**src/rtl/collatz_datapath.sv**
```systemverilog
// Collatz datapath: seed/working-value/step registers driven by FSM strobes, plus a
// valid/ack result record. Define COLLATZ_PEAK_EN to build the peak tracker.
module collatz_datapath #(
  parameter int KW = 20,
  parameter int SW = 16
) (
  input  logic          clk,
  input  logic          rst_n,
  input  logic [7:0]    seed_in,
  input  logic          seed_we,
  input  logic          mx,
  input  logic          rx,
  input  logic          ik,
  input  logic          pk,
  input  logic          sk,
  input  logic          mr,
  input  logic          pr,
  input  logic          ir,
  output logic [7:0]    co,
  output logic          r,
  output logic [KW-1:0] k,
  output logic          res_valid,
  input  logic          res_ack,
  output logic [SW-1:0] res_steps,
  output logic [KW-1:0] res_peak,
  output logic          res_ovf,
  output logic          res_drop
);

  logic [SW-1:0] steps;
  logic          ovf;
  logic          ir_q;
  logic [KW-1:0] co_ext;
  logic [KW+1:0] k_triple;
  logic          triple_ovf;
  logic          k_upd;
  logic [KW-1:0] k_next;
  logic          capture;
  logic          unused_pk;

  // pk carries no datapath meaning; it only completes the control bus
  assign unused_pk  = pk;
  assign co_ext     = {{(KW-8){1'b0}}, co};
  assign k_triple   = {2'b00, k} + {1'b0, k, 1'b0} + (KW+2)'(1);
  assign triple_ovf = |k_triple[KW+1:KW];
  assign r          = k[0];
  assign capture    = ir & ~ir_q;

  always_comb begin
    k_upd  = 1'b0;
    k_next = k;
    if (rx) begin
      k_upd  = 1'b1;
      k_next = co_ext;
    end else if (mx & mr) begin
      k_upd  = 1'b1;
      k_next = k_triple[KW-1:0];
    end else if (mx & pr) begin
      k_upd  = 1'b1;
      k_next = k >> 1;
    end
  end

  always_ff @(posedge clk or negedge rst_n) begin
    if (!rst_n) begin
      co    <= '0;
      k     <= '0;
      steps <= '0;
      ovf   <= 1'b0;
    end else begin
      if (seed_we)
        co <= seed_in;
      k <= k_next;
      if (sk | rx)
        steps <= '0;
      else if (ik & mx && steps != '1)
        steps <= steps + 1'b1;
      if (rx)
        ovf <= 1'b0;
      else if (mx & mr & triple_ovf)
        ovf <= 1'b1;
    end
  end

`ifdef COLLATZ_PEAK_EN
  logic [KW-1:0] peak;
  logic [KW-1:0] res_peak_q;

  always_ff @(posedge clk or negedge rst_n) begin
    if (!rst_n) begin
      peak       <= '0;
      res_peak_q <= '0;
    end else begin
      if (rx)
        peak <= co_ext;
      else if (k_upd && k_next > peak)
        peak <= k_next;
      if (capture)
        res_peak_q <= peak;
    end
  end

  assign res_peak = res_peak_q;
`else
  assign res_peak = '0;
`endif

  // ir_q resets high so the idle level right after reset is not seen as a rising edge
  always_ff @(posedge clk or negedge rst_n) begin
    if (!rst_n) begin
      ir_q      <= 1'b1;
      res_valid <= 1'b0;
      res_steps <= '0;
      res_ovf   <= 1'b0;
      res_drop  <= 1'b0;
    end else begin
      ir_q <= ir;
      if (capture) begin
        res_valid <= 1'b1;
        res_steps <= steps;
        res_ovf   <= ovf;
        if (res_valid & ~res_ack)
          res_drop <= 1'b1;
      end else if (res_valid & res_ack) begin
        res_valid <= 1'b0;
      end
    end
  end

endmodule

```
**config.mk**
```make
export PLATFORM = sky130hd
export DESIGN_NAME = collatz_datapath
export DESIGN_NICKNAME = d
export VERILOG_FILES = /design/src/rtl/collatz_datapath.sv
export SDC_FILE = /design/constraint.sdc
export NUM_CORES = 1
export LEC_CHECK = 0
export CAP_MARGIN = 15
export CORE_ASPECT_RATIO = 0.5
export CORE_UTILIZATION = 55
export CTS_BUF_LIST = sky130_fd_sc_hd__clkbuf_8
export CTS_CLUSTER_DIAMETER = 200
export DETAILED_ROUTE_END_ITERATION = 10
export PLACE_DENSITY = 0.86
export SYNTH_ARGS = -nofsm -noshare
export SYNTH_HDL_FRONTEND = slang
export SYNTH_SLANG_ARGS = --single-unit
```
**constraint.sdc**
```tcl
create_clock -name clk -period 3.2 [get_ports clk]
set_input_delay 0.32 -clock clk [delete_from_list [all_inputs] [get_ports clk]]
set_output_delay 0.32 -clock clk [all_outputs]
set_load 0.03 [all_outputs]
```
After elaboration in Yosys (flattened, before gate mapping)
Index checks and enable logic that the tools add are counted.
{ "totals": {"wordCells": 39, "register_bits": 65, "output_inout_bits": 68, "romBits": 0, "mem_bits_rw": 0, "mem_count": 0, "latchBits": 0, "in_bits": 20} }
{ "classes": {"eq_ne": 1, "multipliers": 0, "n_shift": 0, "mux": 9, "bitwise_logic": 10, "order_cmp": 0, "reduce_logical": 7, "addsub": 3, "div_mod_pow": 0} }
{ "ops": {"columns": ["cell", "n"], "rows": [
  ["20-bit two-way mux", 3],
  ["16-bit two-way mux", 2],
  ["20-bit by 21-bit adder with 22-bit output", 1],
  ["22-bit by 1-bit adder with 22-bit output (second input constant)", 1],
  ["16-bit by 1-bit adder with 16-bit output (second input constant)", 1],
  ["16-bit inequality test (second input constant)", 1],
  ["1-bit bitwise AND", 7],
  ["2-bit nonzero test", 3],
  ["1-bit two-way mux", 4],
  ["3-bit nonzero test", 1],
  ["1-bit inverter", 2],
  ["2-bit AND reduction", 1],
  ["2-bit OR reduction", 1],
  ["1-bit logical AND", 1],
  ["1-bit bitwise OR", 1]
]} }

Logic depth before layout (Yosys ltp)
Gate-level depths: netlist (run 1).
{ "depth": {"word_depth": 6, "depth_mapped": 9, "mapped_depth_nobuf": 9} }

Worst setup path after synthesis (run 1)
No wires, ideal clock.
{ "synth_path": {"kind": "flip-flop to flip-flop", "start": "register k[1]", "end": "register k[13]", "synth_period_minus_slack_ns": 2.316, "stages_incl_launch_ff": 10, "path_buffers": 0, "path_slack_ns": 0.884, "t_arrival_ns": 2.195, "path_cell_list": "dfrtp_1 inv_1 ha_1 nand2b_1 a21oi_1 o311a_1 a311oi_2 xor2_1 o21ai_1 a22o_1"} }
{ "synth_between": {"elab_chain_cells": 4} }
{ "synth_lines": {"columns": ["element", "line", "rtl"], "rows": [
  ["from (decl)", "21", "output logic [KW-1:0] k,"],
  ["from (signal assigned)", "73", "k <= k_next;"],
  ["20-bit by 21-bit adder with 22-bit output", "44", "assign k_triple = {2'b00, k} + {1'b0, k, 1'b0} + (KW+2)'(1);"],
  ["22-bit by 1-bit adder with 22-bit output", "44", null],
  ["20-bit two-way mux", "55", "end else if (mx & mr) begin"],
  ["20-bit two-way mux", "52", "if (rx) begin"]
]} }
No other way between the ends.
A chain may end at the register's enable or synchronous reset.

Worst setup path after layout (run 1)
{ "layout_path": {"start": "register k[5]", "end": "register ovf"} }
{ "layout_between": {"elab_chain_cells": 5} }
{ "layout_lines": {"columns": ["element", "line", "rtl"], "rows": [
  ["20-bit by 21-bit adder with 22-bit output", "44", null],
  ["22-bit by 1-bit adder with 22-bit output", "44", null],
  ["2-bit OR reduction", "45", "assign triple_ovf = |k_triple[KW+1:KW];"],
  ["1-bit bitwise AND", "80", "else if (mx & mr & triple_ovf)"],
  ["2-bit nonzero test (no source line)", null, null],
  ["to (signal assigned)", "69", "ovf <= 1'b0;"],
  ["to (signal assigned)", "79", "ovf <= 1'b0;"],
  ["to (signal assigned)", "81", "ovf <= 1'b1;"],
  ["to (decl)", "31", "logic ovf;"]
]} }
No other way between the ends.

==> results.json, run 1 <==
{
  "run_status": "completed",
  "port_buffers": 66,
  "antenna_left": 0,
  "cts-resized-gates": 0,
  "num_vias": 3365,
  "highest-signal-layer": "met4",
  "final_layout_size_suffix_gt1_frac": 0.113,
  "syn_area_um2": 4060,
  "syn_avg_cell_area_um2": 9.50,
  "slew_viol_final": 0,
  "critPathLaunchType": "register",
  "synthArstFlopShare": 1.00,
  "synth_flop_cell": "dfrtp_1",
  "drcViolationCount": 0,
  "cp_cell_sequence": "ha_1 > a21o_1 > o311a_1 > a311oi_2 > nor3_1 > nor4_1 > a211oi_1",
  "clk_pin_slew_ps": 80,
  "finalCritPeriodShare": 0.778,
  "yosys_warnings": 0,
  "vdd_drop_max_v": 0.000269,
  "reg2reg_slack_ps": 710,
  "fin_cells": 588,
  "firstDrtPassIters": 4,
  "crit-reg2reg-launch": "k[5]",
  "ys_seq_elements": 65,
  "grt_pass1_vias": 3263,
  "placed_cell_area_um2": 4710,
  "io_pins": 88,
  "num_antenna_cells": 0,
  "cp_top_family": "compound AO/OA/AOI/OAI gates",
  "max_freq_ghz": 0.401,
  "worstMarginPinSlew_ps": 912,
  "postCtsSetupBuffers": 0,
  "power_density_nw_per_um2": 506,
  "hold_class": "in2async",
  "synth_edf_count": 0,
  "grt_overflow_total": 0,
  "clock_path_buffers": 2,
  "maxCapViolCount": 0,
  "first_iter_violations": 263,
  "clkLatencyLatePin_ps": 360,
  "fp.dieW_um": 123,
  "worstPathArrival_ps": 2720,
  "met2WireLength_mm": 4.30,
  "total_leakage_power_nw": 2.15,
  "htreeDepth": 3,
  "start_util": 0.587,
  "areaGrowthSynthToFinish_pct": 21.1,
  "cts.sinks": 65,
  "cts_inserted_buffers": 9,
  "drt-vias-per-instance": 5.72,
  "cp-end-kind": "register",
  "grt_pass1_wl_mm": 15.6,
  "path_class": "reg2reg",
  "fin_skew_ps": 10.3,
  "total_power_w": 0.00249,
  "ctsHoldBuffers": 0,
  "ff2ff_path_depth": 7,
  "dpl.hpwl_mm": 6.67,
  "fillers": 515,
  "fin_crit_ps": 2490,
  "synth_cell_type_count": 57,
  "wl_met3_um": 685,
  "track_usage": 0.260,
  "nets": 535,
  "antenna_found_initial": 0,
  "rsz0062_at_grt": "false",
  "cp_slowest_stage_delay_ps": 460,
  "finalSetupViolations": 0,
  "path_max_fanout": 5,
  "row_count": 21,
  "hold_viol": 0,
  "crit_slowest_cell": "dfrtp_1",
  "routedWlPerCell_um": 15.7,
  "core_um2": 6910,
  "relSlewSlack": 0.392,
  "dieArea_um2": 7750,
  "wirelength_mm": 9.26,
  "syn_inst": 427,
  "setup_tns_ps": 0,
  "m1WireLength_mm": 4.15,
  "cp.buffers_inverters": 0,
  "yosysSeqAreaShare": 0.401,
  "final_area_um2": 4910,
  "gp_congestion": 0.945,
  "tritoncts": "done",
  "root_buffer": "clkbuf_8",
  "grt_max_degree": 66,
  "dp_cells": 572,
  "fp.dieH_um": 62.7,
  "r2r-end": "ovf",
  "worstPathRequired_ps": 3430
}
## report_power, final
group / switching (W) / total [W] / internal [W]
Sequential: 0.0000783 / 0.000952 / 0.000873
Clock: 0.000354 / 0.000720 / 0.000366
Combinational: 0.000484 / 0.000815 / 0.000331
Total: 0.000916 / 0.00249 / 0.00157
## placed cells by master (no fill, tap or decap), types with 5 or more instances in the layout
| cell type | netlist | routed |
|---|---|---|
| clkdlybuf4s50_1 | 0 | 65 |
| dfrtp_1 | 64 | 64 |
| nand2_1 | 46 | 46 |
| nor2_1 | 39 | 39 |
| a21oi_1 | 35 | 35 |
| mux2_2 | 24 | 24 |
| o21ai_0 | 23 | 23 |
| ha_1 | 23 | 23 |
| conb_1 | 1 | 20 |
| xor2_1 | 15 | 15 |
| xnor2_1 | 13 | 13 |
| nor3_1 | 9 | 9 |
| clkbuf_8 | 0 | 9 |
| nand4_1 | 7 | 7 |
| o211ai_1 | 7 | 7 |
| inv_1 | 6 | 6 |
| a21o_1 | 6 | 6 |
| nand3_1 | 6 | 6 |
| nand2b_1 | 5 | 5 |
## cell usage after synthesis, types with 6 or more instances
library cell  instances  area [um2]
dfrtp_1              64        1600
nor2_1               39         146
nand2_1              46         173
nand4_1               7        43.8
clkbuf_1             13        48.8
inv_1                 6        22.5
o21ai_0              23         115
xor2_1               15         131
buf_4                21         158
nor3_1                9        45.0
nand3_1               6        30.0
o211ai_1              7        52.6
ha_1                 23         288
xnor2_1              13         114
a21o_1                6        45.0
a21oi_1              35         175
mux2_2               24         270
## routing by layer
| metal | global-route usage | vias to the layer above |
|---|---|---|
| met1 | 0.351 | 1607 |
| met3 | 0.0794 | 15 |
| met5 | 0 | - |
| met4 | 0.0843 | 0 |
| met2 | 0.399 | 118 |
| li1 | - | 1625 |
## how the worst max path moves through the flow
stage / start / end / slack [ps] / cells past startpoint
after floorplan: k[1] / k[13] / 880 / 9
after global placement: k[5] / k[13] / 820 / 7
after detailed placement: k[5] / ovf / 780 / 7
after CTS: k[5] / ovf / 770 / 7
after global routing: k[10] / ovf / 540 / 8
final: k[5] / ovf / 710 / 7
## through the flow
step,utilization,setup slack [ps],hold WS (ps)
finish,0.711,709,108
global route,0.711,538,182
CTS,0.711,769,157
detailed placement,0.682,783,465
global placement,0.682,821,462
floorplan,-,884,24.4
## registers in the layout, summed over array words and instances (netlist names)
signal / count
res_steps: 16
res_drop: 1
ovf: 1
steps: 16
k: 20
res_ovf: 1
co: 8
res_valid: 1
ir_q: 1
## cells by family after synthesis
logic type | after synthesis | synth area share
buf+inv | 42 | 0.0586
xor+xnor | 28 | 0.0604
other cells | 1 | 0.000924
simple gates | 135 | 0.160
mux | 25 | 0.0691
compound gates | 107 | 0.174
flops | 65 | 0.401
fa+ha+maj | 24 | 0.0759
## area by class of cell
class | instances | area, um2 | area share
clock inverters | 7 | 76.3 | 0.0155
inverters | 6 | 22.5 | 0.00458
clock buffers | 9 | 124 | 0.0252
repair buffers | 70 | 686 | 0.140
flip-flops and latches | 65 | 1630 | 0.331
well taps | 92 | 115 | 0.0234
multi-input cells | 339 | 2260 | 0.461
No activity file was read; power rests on OpenSTA's default activity.
==> run 2, diff against run 1 <==
CORE_UTILIZATION = 53   (was 55)
PLACE_DENSITY = 0.83   (was 0.86)
clock period = 2.3 ns   (was 3.2 ns; I/O delays follow)
==> results.json, run 2 (synthesized netlist as in run 1, its figures left out) <==
{
  "power_density_nw_per_um2": 702,
  "cp_num_cells": 8,
  "nets": 555,
  "cp-end-kind": "register",
  "grt_max_degree": 42,
  "r2r-end": "k[13]",
  "track_usage": 0.239,
  "placed_cell_area_um2": 4870,
  "dieArea_um2": 8030,
  "final_layout_size_suffix_gt1_frac": 0.198,
  "antenna_left": 0,
  "maxCapViolCount": 0,
  "cts_inserted_buffers": 9,
  "ff2ff_path_depth": 8,
  "num_vias": 3396,
  "rsz0062_at_grt": "true",
  "fin_skew_ps": 10.8,
  "grt_pass1_wl_mm": 15.0,
  "critPathLaunchType": "register",
  "total_leakage_power_nw": 2.26,
  "largest_reg_flops": 20,
  "core_um2": 7380,
  "grt_overflow_total": 0,
  "clock_path_buffers": 2,
  "cp_slowest_stage_delay_ps": 430,
  "relSlewSlack": 0.627,
  "fin_crit_ps": 2260,
  "hold_slack_ps": 321,
  "hold_viol": 0,
  "crit-reg2reg-launch": "k[5]",
  "slew_viol_final": 0,
  "layout_commonest_cell": "clkdlybuf4s50_1",
  "wirelength_mm": 9.21,
  "crit_slowest_cell": "dfrtp_2",
  "path_max_fanout": 4,
  "setup.worst_path.end": "k[13]",
  "fp.dieH_um": 63.9,
  "root_buffer": "clkbuf_8",
  "cp_cell_sequence": "buf_6 > ha_2 > a21o_1 > o311a_4 > a311oi_4 > xor2_1 > o21ai_1 > a22o_1",
  "dpl.hpwl_mm": 6.38,
  "fp.dieW_um": 126,
  "final_area_um2": 5260,
  "hold_class": "in2reg",
  "largestRegisters": "k: 20 flops, res_steps: 16 flops, steps: 16 flops",
  "gp_congestion": 0.956,
  "io_pins": 88,
  "areaGrowthSynthToFinish_pct": 29.5,
  "fin_cells": 612,
  "antenna_found_initial": 0,
  "dp_cells": 594,
  "drt-vias-per-instance": 5.55,
  "fin_util": 0.712,
  "crit_start": "k[5]",
  "fillers": 549,
  "first_iter_violations": 261,
  "reg2reg_slack_ps": 40,
  "setup_ws_ps": 35.9,
  "grt_pass1_vias": 3088,
  "worstMarginPinSlew_ps": 560,
  "cp_top_family": "compound AO/OA/AOI/OAI gates",
  "htreeDepth": 3,
  "path_class": "reg2reg",
  "firstDrtPassIters": 5,
  "drcViolationCount": 0,
  "clkLatencyLatePin_ps": 350,
  "finalSetupViolations": 0,
  "dp_slack_ps": 45.6,
  "tritoncts": "done",
  "clk_pin_slew_ps": 80,
  "num_antenna_cells": 0,
  "start_util": 0.550,
  "cp.buffers_inverters": 1,
  "routedWlPerCell_um": 15.1,
  "port_buffers": 66,
  "finalCritPeriodShare": 0.984,
  "final_cell_mix": "clkdlybuf4s50_1, dfrtp_1, nand2_1",
  "run_status": "completed",
  "cts.sinks": 65,
  "vdd_drop_max_v": 0.000451,
  "worstPathRequired_ps": 2540,
  "top_register": "k",
  "row_count": 22,
  "max_freq_ghz": 0.442,
  "worstPathArrival_ps": 2510
}
run 2: cell count changes in the layout (fill, tap and decap cells not counted), sizes merged:
cell,previous run,this run
buf,5,24
clkbuf,9,11
dlygate4sd3,0,1
inv,9,7
run 2: metrics by stage:
step	setup TNS, ps	total power, W
floorplan	0	0.00214
global placement	0	0.00250
detailed placement	0	0.00253
CTS	0	0.00359
global route	-119	0.00389
finish	0	0.00369
run 2: area by class of cell:
cell class | count | area [um2] | share of cell area
clock inverter | 5 | 62.6 | 0.0119
multi-input combinational | 339 | 2410 | 0.459
clock buffer | 11 | 151 | 0.0288
sequential | 65 | 1630 | 0.311
timing repair buffer | 90 | 855 | 0.163
inverter | 6 | 22.5 | 0.00429
tap | 96 | 120 | 0.0229
run 2: how the worst min path moves through the flow:
stage	start	endpoint	slack, ps	cells after the start
after floorplan	rst_n	co[0]	-70	0
after global placement	rst_n	res_drop	250	1
after global routing	ir	ir_q	330	1
after detailed placement	rst_n	res_valid	250	1
after CTS	ir	ir_q	310	1
final	ir	ir_q	320	1
run 2: layer usage:
| metal | global-route usage | vias up | wire length, um |
|---|---|---|---|
| met4 | 0.0693 | 0 | 96 |
| met1 | 0.312 | 1627 | 4260 |
| li1 | - | 1658 | - |
| met3 | 0.0511 | 11 | 452 |
| met2 | 0.405 | 100 | 4400 |
| met5 | 0 | - | 0 |
run 2: where the power goes:
group          switching [W]  leakage (nW)  internal, W  total [W]
clock               0.000476         0.102     0.000565    0.00104
combinational       0.000744          1.30     0.000591    0.00134
sequential         0.0000947         0.854      0.00122    0.00131
total                0.00131          2.26      0.00237    0.00369
run 2: what timing repair did:
action,CTS,global route
resized for setup,2,28
hold buffers,1,0
endpoints found under the hold margin,23,0
setup buffers,0,1
endpoints found under the setup margin,1,9
pin swaps,0,3
